===== src/rtl/dcache_l1_arbiter.sv =====
// dcache_l1_arbiter
// Shares the single L1 data-cache request port. After rst_i, the per-set
// reset stream is forwarded first. Once that stream ends, L2 refill replies,
// stores and loads are arbitrated onto the port through a 1-entry registered
// output stage.
//
// Ports
//   clk_i, rst_i                  clock, asynchronous active-high reset
//   rst_valid_i, rst_idx_i        set-reset stream (no back-pressure)
//   l2_valid_i/ready_o/data_i     L2 refill reply requester
//   st_valid_i/ready_o/data_i     store requester
//   ld_valid_i/ready_o/data_i     load requester
//   l1dc_valid_o/ready_i          L1 request handshake
//   l1dc_kind_o, l1dc_data_o      00 reset, 01 L2, 10 store, 11 load; payload
//   init_done_o                   initialisation complete
//   init_err_o                    sticky: reset stream seen after init
//
// state   | meaning
// --------+-----------------------------------------------------------
// ST_WAIT | after rst_i, waiting for the first set-reset request
// ST_INIT | forwarding the set-reset stream, no requester grants
// ST_RUN  | init done, L2 / store / load arbitration
module dcache_l1_arbiter #(
   parameter int IDX_LEN       = 8,
   parameter int REQ_W         = 128,
   parameter int MAX_L2_STREAK = 4
) (
   input  logic               clk_i,
   input  logic               rst_i,
   input  logic               rst_valid_i,
   input  logic [IDX_LEN-1:0] rst_idx_i,
   input  logic               l2_valid_i,
   output logic               l2_ready_o,
   input  logic [REQ_W-1:0]   l2_data_i,
   input  logic               st_valid_i,
   output logic               st_ready_o,
   input  logic [REQ_W-1:0]   st_data_i,
   input  logic               ld_valid_i,
   output logic               ld_ready_o,
   input  logic [REQ_W-1:0]   ld_data_i,
   output logic               l1dc_valid_o,
   input  logic               l1dc_ready_i,
   output logic [1:0]         l1dc_kind_o,
   output logic [REQ_W-1:0]   l1dc_data_o,
   output logic               init_done_o,
   output logic               init_err_o
);

   typedef enum logic [1:0] {ST_WAIT, ST_INIT, ST_RUN} state_t;

   localparam logic [3:0] STREAK_MAX = 4'(MAX_L2_STREAK);

   state_t     state;
   logic       rr_ld;      // 0: store wins a st/ld tie, 1: load wins
   logic [3:0] streak;     // consecutive L2 grants while st/ld is pending

   logic can_load;
   logic run;
   logic sl_pend;
   logic l2_capped;
   logic l2_gnt;
   logic st_gnt;
   logic ld_gnt;

   assign can_load  = !l1dc_valid_o || l1dc_ready_i;
   assign run       = (state == ST_RUN);
   assign sl_pend   = st_valid_i || ld_valid_i;
   // L2 yields once it has used its streak budget and someone else waits.
   assign l2_capped = (streak == STREAK_MAX) && sl_pend;
   assign l2_gnt    = run && can_load && l2_valid_i && !l2_capped;
   assign st_gnt    = run && can_load && !l2_gnt && st_valid_i && (!ld_valid_i || !rr_ld);
   assign ld_gnt    = run && can_load && !l2_gnt && ld_valid_i && (!st_valid_i || rr_ld);

   assign l2_ready_o = l2_gnt;
   assign st_ready_o = st_gnt;
   assign ld_ready_o = ld_gnt;

   always_ff @(posedge clk_i or posedge rst_i) begin
      if (rst_i) begin
         state        <= ST_WAIT;
         l1dc_valid_o <= 1'b0;
         l1dc_kind_o  <= 2'b00;
         l1dc_data_o  <= '0;
         init_done_o  <= 1'b0;
         init_err_o   <= 1'b0;
         rr_ld        <= 1'b0;
         streak       <= 4'd0;
      end else begin
         case (state)
            ST_WAIT, ST_INIT: begin
               // The reset stream cannot stall, so its entries live for
               // exactly one cycle regardless of l1dc_ready_i.
               if (rst_valid_i) begin
                  l1dc_valid_o <= 1'b1;
                  l1dc_kind_o  <= 2'b00;
                  l1dc_data_o  <= REQ_W'(rst_idx_i);
                  state        <= ST_INIT;
               end else begin
                  l1dc_valid_o <= 1'b0;
                  if (state == ST_INIT) begin
                     state       <= ST_RUN;
                     init_done_o <= 1'b1;
                  end
               end
            end
            ST_RUN: begin
               if (rst_valid_i)
                  init_err_o <= 1'b1;

               if (l2_gnt) begin
                  l1dc_valid_o <= 1'b1;
                  l1dc_kind_o  <= 2'b01;
                  l1dc_data_o  <= l2_data_i;
               end else if (st_gnt) begin
                  l1dc_valid_o <= 1'b1;
                  l1dc_kind_o  <= 2'b10;
                  l1dc_data_o  <= st_data_i;
               end else if (ld_gnt) begin
                  l1dc_valid_o <= 1'b1;
                  l1dc_kind_o  <= 2'b11;
                  l1dc_data_o  <= ld_data_i;
               end else if (l1dc_ready_i) begin
                  l1dc_valid_o <= 1'b0;
               end

               if (st_gnt || ld_gnt)
                  rr_ld <= st_gnt;

               if (st_gnt || ld_gnt || !sl_pend)
                  streak <= 4'd0;
               else if (l2_gnt && (streak != STREAK_MAX))
                  streak <= streak + 4'd1;
            end
            default: state <= ST_WAIT;
         endcase
      end
   end

endmodule


===== config.mk =====
export PLATFORM = sky130hd
export DESIGN_NAME = dcache_l1_arbiter
export DESIGN_NICKNAME = d
export VERILOG_FILES = /design/src/rtl/dcache_l1_arbiter.sv
export SDC_FILE = /design/constraint.sdc
export NUM_CORES = 1
export LEC_CHECK = 0
export ABC_AREA = 1
export BUFFER_PORTS_ARGS = -buffer_cell sky130_fd_sc_hd__buf_4
export CORE_AREA = 2 2 206 208
export DETAILED_ROUTE_END_ITERATION = 10
export DIE_AREA = 0 0 208 210
export PLACE_DENSITY_LB_ADDON = 0.1
export SYNTH_ARGS = -nofsm -noshare
export SYNTH_HDL_FRONTEND = slang
export SYNTH_SLANG_ARGS = --single-unit

===== constraint.sdc =====
create_clock -name clk_i -period 4.6 [get_ports clk_i]
set_input_delay 1.15 -clock clk_i [delete_from_list [all_inputs] [get_ports clk_i]]
set_output_delay 1.15 -clock clk_i [all_outputs]
set_load 0.005 [all_outputs]

### Word level (Yosys, flattened, before mapping)

Cells that the tools add are included.

* reduce and logical (&&, ||, !) cells: 34
* equality and inequality tests: 8
* bitwise operators: 2
* mux-type cells: 21
* add/sub/neg operators: 1

Operator list (count)
* $mux 128: 4
* $pmux 128 s2: 1
* $mux 2: 6
* $logic_and 1x1->1: 10
* $reduce_and 2->1: 5
* $mux 4: 2
* $pmux 2 s2: 2
* $logic_not 1->1: 7
* $logic_or 1x1->1: 6
* $reduce_and 3->1: 2
* $mux 1: 5
* $ne 5x2->1 const B: 1
* $add 4x1->4 const B: 1
* $eq 4x3->1 const B: 1
* $ne 4x1->1 const B: 1
* $ne 4x3->1 const B: 1
* $reduce_bool 2->1: 2
* $ne 3x3->1 const B: 1
* $eq 2x1->1 const B: 1
* $eq 2x2->1 const B: 1
* $logic_not 2->1: 1
* $ne 2x2->1 const B: 1
* $not 1->1: 2
* $pmux 1 s2: 1
* $reduce_or 2->1: 1

* logic and storage cells: 74
* output and inout port bits: 136
* bits of input ports: 399
* bits in registers: 140

### Logic depth before layout (Yosys ltp)

Gate-level depths: netlist (run 1).

* word-level depth: 13
* depth in mapped cells: 14
* mapped depth without buffers: 13

### Worst setup path after synthesis (run 1)

No wires, ideal clock.

* path kind: input to output
* start: input port ld_valid_i
* end: output port st_ready_o
* data arrival time: 2016 ps
* cell stages on the path: 6
* setup slack: 1434 ps
* required time: 3450 ps
* cells stage by stage: inv_1 > a21oi_1 > nor2_2 > nand3_1 > inv_2 > clkbuf_1

* word-level cells in the longest chain between the ends: 8
* elaborated cells on any way between the ends: 10
* classes of those cells: reduce/logical: 10

RTL lines
* from (decl): RTL line 38 `input logic ld_valid_i,`
* $logic_or 1x1->1: RTL line 67 `assign sl_pend = st_valid_i || ld_valid_i;`
* $logic_and 1x1->1: RTL line 69 `assign l2_capped = (streak == STREAK_MAX) && sl_pend;`
* $logic_not 1->1: RTL line 70 `assign l2_gnt = run && can_load && l2_valid_i && !l2_capped;`
* $logic_and 1x1->1: RTL line 70
* $logic_not 1->1: RTL line 71 `assign st_gnt = run && can_load && !l2_gnt && st_valid_i && (!ld_valid_i || !rr_ld);`
* $logic_and 1x1->1 (2 in series): RTL line 71
* $logic_and 1x1->1 (*): RTL line 71
* to (decl): RTL line 36 `output logic st_ready_o,`

Every way passes the cells marked *; elsewhere a longest branch is shown, timed or not.

### Final worst setup path (run 1)

Same ends and word-level chain as after synthesis.

==> impl_metrics.py, run 1 <==
metrics = {
    "outcome": {
        "status": "finished clean",
    },
    "die": {
        "initial_core_util_pct": 20.22,
        "die_area_sq_um": 43680,
        "die_h_microns": 210,
        "ios": 535,
        "row_count": 75,
        "core_sq_um": 41480,
        "die_w_microns": 208,
    },
    "yosys": {
        "synth_area_per_cell_sq_um": 6.225,
        "synth-seq-area-share_pct": 41.78,
        "synth_adder_area_share_pct": 0.2984,
        "synthCells": 1347,
        "yosys.area.top_type_share_pct": 41.78,
        "syn_area_sq_um": 8386,
        "synth_compound_area_share_pct": 0.6267,
        "syn_nets": 1748,
        "synth_top_family_by_area": "simple AND/OR/NAND/NOR gates",
        "ys_types": 24,
        "ys_ff_latch": 140,
        "yosys-top-cells-area": "dfrtp_1 (42%), nand2_1 (40%), nand3_1 (9.6%), buf_2 (2.4%), clkbuf_1 (1.7%)",
        "synth_flop_cell": "dfrtp_1",
        "yosysTopAreaCell": "dfrtp_1",
        "ys_async_sr_fraction_pct": 100.0,
        "yosysMostFrequentCell": "nand2_1",
        "synthSimpleGateAreaFrac_pct": 50.97,
        "synth_warnings": 0,
        "synth_xor_area_share_pct": 0.2089,
        "synthTopCellsByCount": "nand2_1 (897), nand3_1 (161), dfrtp_1 (140), buf_2 (41), clkbuf_1 (38)",
        "synth_edf_count": 0,
        "synthMuxAreaShare_pct": 0,
    },
    "sta": {
        "slew_headroom_pct": 21.24,
        "fin_crit_ps": 3720,
        "final-max-slew-violation-count": 0,
        "rsz0062_at_grt": "false",
        "hold_viol_final": 0,
        "whs_ps": 466.0,
        "tns_ps": 0,
        "timing.fmax_mhz": 268.9,
        "setup_ws_ps": 880.5,
        "worst_slew_pin_slew_ps": 1177,
        "skew_ps": 8.750,
        "setup_viol": 0,
        "finalCritPeriodShare_pct": 80.86,
    },
    "min_path": {
        "min_path_type": "flop to flop",
    },
    "detailed_routing": {
        "drt_iter0_markers": 498,
        "routed_wl_microns": 40430,
        "dr.pass1.iters": 5,
        "route.vias.total": 10105,
        "drt-vias-per-instance": 4.239,
        "drc": 0,
        "routedWlPerCell_microns": 16.96,
        "ant_nets": 0,
    },
    "layout": {
        "syn_to_final_growth_pct": 61.22,
        "utilization_pct": 32.59,
        "drive_above_1_share_pct": 32.27,
        "final_area_sq_um": 13520,
        "num-fill-cells": 4630,
        "final_nets": 2232,
        "stdcell_count": 2384,
    },
    "placement": {
        "port_buffers": 534,
        "gp_congestion": 0.8219,
        "placed_cell_area_sq_um": 12870,
        "hpwl_microns": 29300,
        "place_ws_ps": 619.6,
        "dpl.cell_count": 2351,
    },
    "grt": {
        "grt_pass1_wl_microns": 60640,
        "grt_start_max_net_pins": 132,
        "overflow": 0,
        "track_usage_pct": 18.12,
        "antenna_found_initial": 1,
        "grt_pass1_vias": 9975,
    },
    "pwr": {
        "p_leak_nw": 8.195,
        "irDropWorstVdd_mv": 0.2420,
        "power_density_nw_per_um2": 489.8,
        "total_power_mw": 6.622,
    },
    "cts": {
        "cts_hold_buf": 0,
        "ctsResizeCount": 0,
        "cts.sinks": 140,
        "cts_buffer_depth": 2,
        "path_clk_slew_ps": 60,
        "clock_latency_ps": 440,
        "cts_tree": "built",
        "cts_buffers": 17,
        "cts-root-buf": "clkbuf_16",
        "htree_levels": 4,
        "cts_setup_buffers": 0,
    },
    "setup_path": {
        "path_max_fanout": 41,
        "crit_type": "primary input to output port",
        "end_kind": "output port",
        "critical_path_required_ps": 3450,
        "cp-start-kind": "primary input",
        "crit_arrival_ps": 2570,
    },
    "run": {
        "max_cap_violations": 0,
    },
}
report_power, final:
group | total (mW) | switching (mW) | leakage, nW | internal, mW
sequential | 2.06 | 0.312 | 1.87 | 1.75
clock | 1.56 | 0.571 | 0.317 | 0.990
combinational | 3.00 | 1.66 | 6.01 | 1.33
cell usage in the layout, fill, tap and decap left out, types with 2 or more instances in the layout:
| cell | netlist | layout |
|---|---|---|
| inv_2 | 6 | 4 |
| nand3_1 | 161 | 160 |
| nand2_1 | 897 | 897 |
| dfrtp_1 | 140 | 140 |
| bufinv_16 | 0 | 5 |
| nor2_4 | 2 | 2 |
| clkbuf_1 | 38 | 2 |
| o21ai_1 | 2 | 2 |
| inv_4 | 0 | 2 |
| clkbuf_16 | 0 | 17 |
| clkinv_4 | 0 | 2 |
| buf_4 | 2 | 545 |
| nand3_4 | 0 | 2 |
| buf_12 | 0 | 2 |
| inv_1 | 33 | 32 |
| clkinvlp_4 | 0 | 2 |
| nand2_2 | 3 | 2 |
| clkinv_2 | 0 | 3 |
| clkbuf_8 | 0 | 2 |
| nor2_1 | 8 | 8 |
| nor2_2 | 2 | 2 |
| ha_1 | 2 | 2 |
sequential cells by signal (all words and copies together) (netlist names):
register      flops
l1dc_kind_o       2
init_err_o        1
init_done_o       1
rr_ld             1
streak            4
l1dc_valid_o      1
l1dc_data_o     128
state             2
layer usage:
metal  vias to the layer above  track usage [%]  part of all wire, %  routed length (microns)
met4                         0            5.698                  2.0                      790
met1                      4642            22.77                   43                    17420
li1                       5093                -                    -                        -
met5                         -                0                    0                        0
met3                        35            4.112                  6.1                     2479
met2                       335            30.85                   49                    19740
final timing paths:
kind	start	end	slack, ps	cells after the start
max	ld_valid_i	st_ready_o	880	7
min	init_done_o	init_done_o	470	2
max reg2reg	state[0]	l1dc_data_o[4]	1350	12
min reg2reg	init_done_o	init_done_o	470	2
max in group asynchronous	rst_i	l1dc_data_o[76]	3110	3
min in group asynchronous	rst_i	l1dc_data_o[12]	720	2
critical path, cell delays in order:
cell	delay, ps
buf_4	110
inv_1	60
a21oi_1	80
nor2_2	400
nand3_4	140
inv_4	410
buf_4	200
final cells by class:
class	count	area, sq um	area share, %
sequential	140	3503	25.91
multi-input combinational	1086	4402	32.56
inverter	39	155.1	1.148
tap	539	674.4	4.988
clock buffer	21	460.4	3.406
timing repair buffer	547	4131	30.56
antenna	1	2.502	0.01851
clock inverter	11	190.2	1.407
logic make-up after synthesis:
family / after synthesis
and+or+nand+nor: 1075
DFF: 140
buffers and inverters: 121
xor gates and xnor gates: 2
AOI/OAI and AO/OA: 7
adders and majority gates: 2
Note: power is estimated with default switching activity, not from simulation.
==> inputs of run 2 (changes only) <==
==> constraint.sdc (replaced) <==
create_clock -name clk_i -period 3.07 [get_ports clk_i]
set_input_delay 0.7675 -clock clk_i [delete_from_list [all_inputs] [get_ports clk_i]]
set_output_delay 0.7675 -clock clk_i [all_outputs]
set_load 0.005 [all_outputs]
==> run 2 against run 1 <==
  * Combinational power rose by 50%
  * Critical path depth rose by 2
  * Clock skew fell by 0.76 ps
  * Routed wire length fell by 0.15%
  * Global-route usage barely moved
  * Critical path type is now flop to output port
  * Critical endpoint unchanged
==> impl_metrics.py, run 2 (synthesized netlist as in run 1, its figures left out) <==
metrics = {
    "cts": {
        "ctsResizeCount": 0,
        "cts_tree": "built",
        "cts_hold_buf": 0,
        "path_clk_slew_ps": 60,
        "htree_levels": 4,
        "cts_setup_buffers": 0,
        "cts_buffer_depth": 2,
        "cts-root-buf": "clkbuf_16",
        "cts_buffers": 17,
        "cts.sinks": 140,
        "clock_latency_ps": 430,
    },
    "layout": {
        "layout_commonest_cell": "nand2_1",
        "utilization_pct": 32.65,
        "multiInputGateArea_sq_um": 4402,
        "largest_reg_flops": 128,
        "final_nets": 2235,
        "syn_to_final_growth_pct": 61.47,
        "top_regs": "l1dc_data_o: 128 flops, streak: 4 flops",
        "regMostFlops": "l1dc_data_o",
        "num-fill-cells": 4671,
        "regArea_sq_um": 3503,
        "drive_above_1_share_pct": 32.38,
        "final_cell_mix": "nand2_1 (897), buf_4 (545), nand3_1 (160)",
    },
    "run": {
        "max_cap_violations": 0,
    },
    "pwr": {
        "irDropWorstVdd_mv": 0.3916,
        "power_density_nw_per_um2": 724.9,
        "p_leak_nw": 8.203,
    },
    "sta": {
        "setup_viol": 0,
        "fin_crit_ps": 2849,
        "whs_ps": 263.7,
        "final-max-slew-violation-count": 0,
        "skew_ps": 7.988,
        "finalCritPeriodShare_pct": 92.82,
        "tns_ps": 0,
        "rsz0062_at_grt": "false",
        "timing.fmax_mhz": 350.9,
        "slew_headroom_pct": 39.19,
        "hold_viol_final": 0,
        "worst_slew_pin_slew_ps": 912.1,
    },
    "setup_path": {
        "r2r_end": "l1dc_data_o[57]",
        "r2r_slack_ps": 570,
        "worstSetupStartpoint": "streak[0]",
        "cp-start-kind": "flop",
        "reg2reg_from": "state[0]",
        "critical_path_required_ps": 2300,
        "end_kind": "output port",
        "crit_type": "flop to output port",
        "worst-r2r-cell-count": 10,
        "crit_arrival_ps": 2080,
        "path_max_fanout": 19,
    },
    "die": {
        "ios": 535,
        "initial_core_util_pct": 20.22,
        "core_sq_um": 41480,
        "row_count": 75,
        "die_w_microns": 208,
        "die_area_sq_um": 43680,
        "die_h_microns": 210,
    },
    "placement": {
        "gp_congestion": 0.8249,
        "port_buffers": 534,
        "hpwl_microns": 29690,
    },
    "detailed_routing": {
        "routedWlPerCell_microns": 16.91,
        "ant_nets": 0,
        "drt-vias-per-instance": 4.237,
        "drc": 0,
        "routed_wl_microns": 40370,
        "route.vias.total": 10114,
        "dr.pass1.iters": 5,
        "drt_iter0_markers": 733,
    },
    "grt": {
        "grt_pass1_vias": 10079,
        "antenna_found_initial": 1,
        "grt_start_max_net_pins": 131,
        "overflow": 0,
        "track_usage_pct": 18.10,
        "grt_pass1_wl_microns": 61240,
    },
    "outcome": {
        "status": "finished clean",
    },
    "min_path": {
        "min_path_type": "primary input to asynchronous set/reset pin",
    },
}
[run 2: changes by cell type in the layout (fill, tap and decap cells not counted), sizes merged]
cell,delta
clkinvlp,+1
clkbuf,+1
buf,+3
clkinv,-1
bufinv,-2
inv,+1
[run 2: power breakdown]
group	switching, mW	leakage (nW)	total [mW]	internal, mW
clock network	0.851	0.297	2.19	1.34
registers	0.485	1.87	3.11	2.63
logic	2.49	6.04	4.51	2.02
[run 2: final cells by class]
cell class / instances / area share [%]
antenna: 1 / 0.01848
clock buffer: 22 / 3.502
clock inverter: 10 / 1.016
inverter: 39 / 1.146
multi-input combinational: 1086 / 32.51
sequential: 140 / 25.87
tap: 539 / 4.981
timing repair buffer: 550 / 30.96
[run 2: stage by stage]
stage          setup slack [ps]  instances  instance area (sq um)  total power [mW]
2_1_floorplan             553.4       1347                   8389             5.171
3_5_place_dp              396.9       2354                  12930             7.767
6_report                  220.6       2387                  13540             9.816
3_3_place_gp              415.9       2354                  12930             7.757
5_1_grt                   92.49       2387                  13540             10.64
4_1_cts                   158.7       2386                  13540             10.04
[run 2: layer usage]
metal  GRT usage [%]  up-vias  wire length (microns)
li1                -     5104                      -
met4           5.234        0                    667
met5               0        -                      0
met1           22.72     4635                  17030
met2           31.24      345                  20160
met3           3.889       30                   2510
[run 2: worst max path at each step]
stage / depth (start not counted) / to
floorplan: 1 / init_done_o
global placement: 7 / st_ready_o
detailed placement: 7 / st_ready_o
CTS: 9 / st_ready_o
global route: 9 / st_ready_o
finish: 9 / st_ready_o
[run 2: critical path, stage by stage (launching register included)]
cell and delay, ps:
dfrtp_1 420, inv_1 80, ha_1 140, nand2_1 50, nor2_1 140, nand2_1 160, nand3_4 140, nand3_4 100
inv_4 240, buf_4 170
==> inputs of run 3 (changes only) <==
--- a/config.mk
+++ b/config.mk
@@ -6,10 +6,10 @@
 export NUM_CORES = 1
 export LEC_CHECK = 0
 export ABC_AREA = 1
-export BUFFER_PORTS_ARGS = -buffer_cell sky130_fd_sc_hd__buf_4
-export CORE_AREA = 2 2 206 208
+export CORE_AREA = 2 2 210 212
 export DETAILED_ROUTE_END_ITERATION = 10
-export DIE_AREA = 0 0 208 210
+export DIE_AREA = 0 0 212 214
+export DONT_BUFFER_PORTS = 1
 export PLACE_DENSITY_LB_ADDON = 0.1
 export SYNTH_ARGS = -nofsm -noshare
 export SYNTH_HDL_FRONTEND = slang
==> run 3 against run 2 <==
  * Non-clock buffer count decreased by 529
  * Utilization fell by 10 points
  * Global-route usage shrank 3.7 points
  * Maximum frequency up 0.76%
  * Worst setup slack improved by 21 ps
  * Total power decreased by 15%
  * Sequential power is 12% higher
  * Design area shrank 28%
==> impl_metrics.py, run 3 (synthesized netlist as in run 1, its figures left out) <==
metrics = {
    "outcome": {
        "status": "finished clean",
    },
    "layout": {
        "final_nets": 1706,
        "num-fill-cells": 4862,
        "largest_reg_flops": 128,
        "final_area_sq_um": 9723,
        "n_antenna_cell": 0,
        "top_regs": "l1dc_data_o: 128 flops, streak: 4 flops",
        "layout_commonest_cell": "nand2_1",
        "regMostFlops": "l1dc_data_o",
        "drive_above_1_share_pct": 5.311,
        "final_cell_mix": "nand2_1 (897), nand3_1 (160), dfrtp_1 (140)",
        "syn_to_final_growth_pct": 15.95,
    },
    "detailed_routing": {
        "drc": 0,
        "ant_nets": 0,
        "route.vias.total": 8105,
        "drt-vias-per-instance": 4.259,
        "routed_wl_microns": 33640,
        "dr.pass1.iters": 4,
        "drt_iter0_markers": 439,
        "routedWlPerCell_microns": 17.68,
    },
    "die": {
        "die_h_microns": 214,
        "ios": 535,
        "die_w_microns": 212,
        "initial_core_util_pct": 19.55,
        "die_area_sq_um": 45370,
        "row_count": 76,
        "core_sq_um": 42890,
    },
    "cts": {
        "cts_tree": "built",
        "clock_latency_ps": 430,
        "cts-root-buf": "clkbuf_16",
        "cts_hold_buf": 0,
        "htree_levels": 4,
        "cts.sinks": 140,
        "ctsResizeCount": 0,
        "path_clk_slew_ps": 60,
        "cts_buffers": 17,
        "cts_buffer_depth": 2,
        "cts_setup_buffers": 0,
    },
    "setup_path": {
        "reg2reg_from": "streak[0]",
        "crit_path_cell_trace": "nand2_2, nor2_2, nand3_4, inv_4, buf_16",
        "worst-r2r-cell-count": 13,
        "r2r_slack_ps": 600,
        "crit_arrival_ps": 2060,
        "critical_path_required_ps": 2300,
        "path_max_fanout": 51,
        "critical-path-max-stage-delay_ps": 460,
        "end_kind": "output port",
        "crit_type": "flop to output port",
        "r2r_end": "l1dc_data_o[78]",
        "cpMaxStageDelayCell": "dfrtp_1",
        "cp-start-kind": "flop",
    },
    "pwr": {
        "power_frac_seq_pct": 41.8,
        "power_density_nw_per_um2": 853.3,
        "p_leak_nw": 5.642,
        "p_sw_mw": 3.495,
        "internal-power_mw": 4.801,
        "swShare_pct": 42.13,
        "clkPwrFrac_pct": 25.6,
        "comb_power_share_pct": 32.6,
        "irDropWorstVdd_mv": 0.3478,
    },
    "sta": {
        "setup_viol": 0,
        "fin_crit_ps": 2828,
        "final-max-slew-violation-count": 0,
        "rsz0062_at_grt": "false",
        "setup_ws_ps": 241.9,
        "tns_ps": 0,
        "finalCritPeriodShare_pct": 92.12,
        "timing.fmax_mhz": 353.6,
        "skew_ps": 8.008,
        "worst_slew_pin_slew_ps": 628.3,
        "slew_headroom_pct": 58.11,
        "hold_viol_final": 0,
    },
    "min_path": {
        "min_path_type": "primary input to asynchronous set/reset pin",
    },
    "grt": {
        "grt_pass1_vias": 8288,
        "antenna_found_initial": 0,
        "track_usage_pct": 14.40,
        "overflow": 0,
        "grt_pass1_wl_microns": 49760,
        "grt_start_max_net_pins": 122,
    },
    "run": {
        "max_cap_violations": 0,
    },
    "placement": {
        "place_ws_ps": 503.8,
        "gp_congestion": 0.7507,
        "hpwl_microns": 24480,
        "port_buffers": 0,
        "placed_cell_area_sq_um": 9092,
    },
}
[run 3: routing by layer]
| layer | share of wire, % | GRT usage [%] |
|---|---|---|
| met1 | 40 | 16.41 |
| met2 | 51 | 25.56 |
| met3 | 7.5 | 4.647 |
| met4 | 1.7 | 4.014 |
| met5 | 0 | 0 |
[run 3: cell type report]
cell class / count / area [sq um] / area share [%]
Clock inverter: 10 / 113.9 / 1.171
Clock buffer: 22 / 484.2 / 4.980
Inverter: 39 / 155.1 / 1.596
Timing Repair Buffer: 21 / 332.8 / 3.423
Sequential cell: 140 / 3503 / 36.03
Multi-Input combinational cell: 1086 / 4402 / 45.27
Tap cell: 585 / 732.0 / 7.528
[run 3: worst max-delay path by stage]
stage | depth (start not counted) | slack (ps) | from | endpoint
after CTS | 5 | 100 | state[1] | l2_ready_o
after global placement | 11 | 510 | ld_valid_i | l1dc_data_o[124]
after floorplan | 1 | 550 | rst_i | init_done_o
after detailed placement | 11 | 500 | ld_valid_i | l1dc_data_o[78]
final | 5 | 240 | state[1] | l2_ready_o
after global routing | 6 | 50 | state[0] | l2_ready_o
[run 3: worst max-delay path, delay by kind of cell (launching register included)]
kind | cells | cell delay, ps
buffers and inverters | 2 | 430
DFF | 1 | 460
and+or+nand+nor | 3 | 720
[run 3: power groups by stage]
stage | clock, mW | combinational [mW] | sequential (mW)
floorplan | 0 | 2.05 | 3.13
global placement | 0 | 2.73 | 3.57
detailed placement | 0 | 2.77 | 3.53
CTS | 2.23 | 2.77 | 3.51
global route | 2.30 | 3.19 | 3.58
finish | 2.12 | 2.70 | 3.47
[run 3: per-stage QoR]
step / cells / hold slack, ps / utilization [%] / power, mW
4_1_cts: 1902 / 249.8 / 22.60 / 8.517
3_5_place_dp: 1870 / 497.6 / 21.20 / 6.299
5_1_grt: 1903 / 262.6 / 22.67 / 9.072
6_report: 1903 / 268.6 / 22.67 / 8.296
2_1_floorplan: 1347 / 457.8 / - / 5.171
3_3_place_gp: 1870 / 496.3 / 21.20 / 6.306
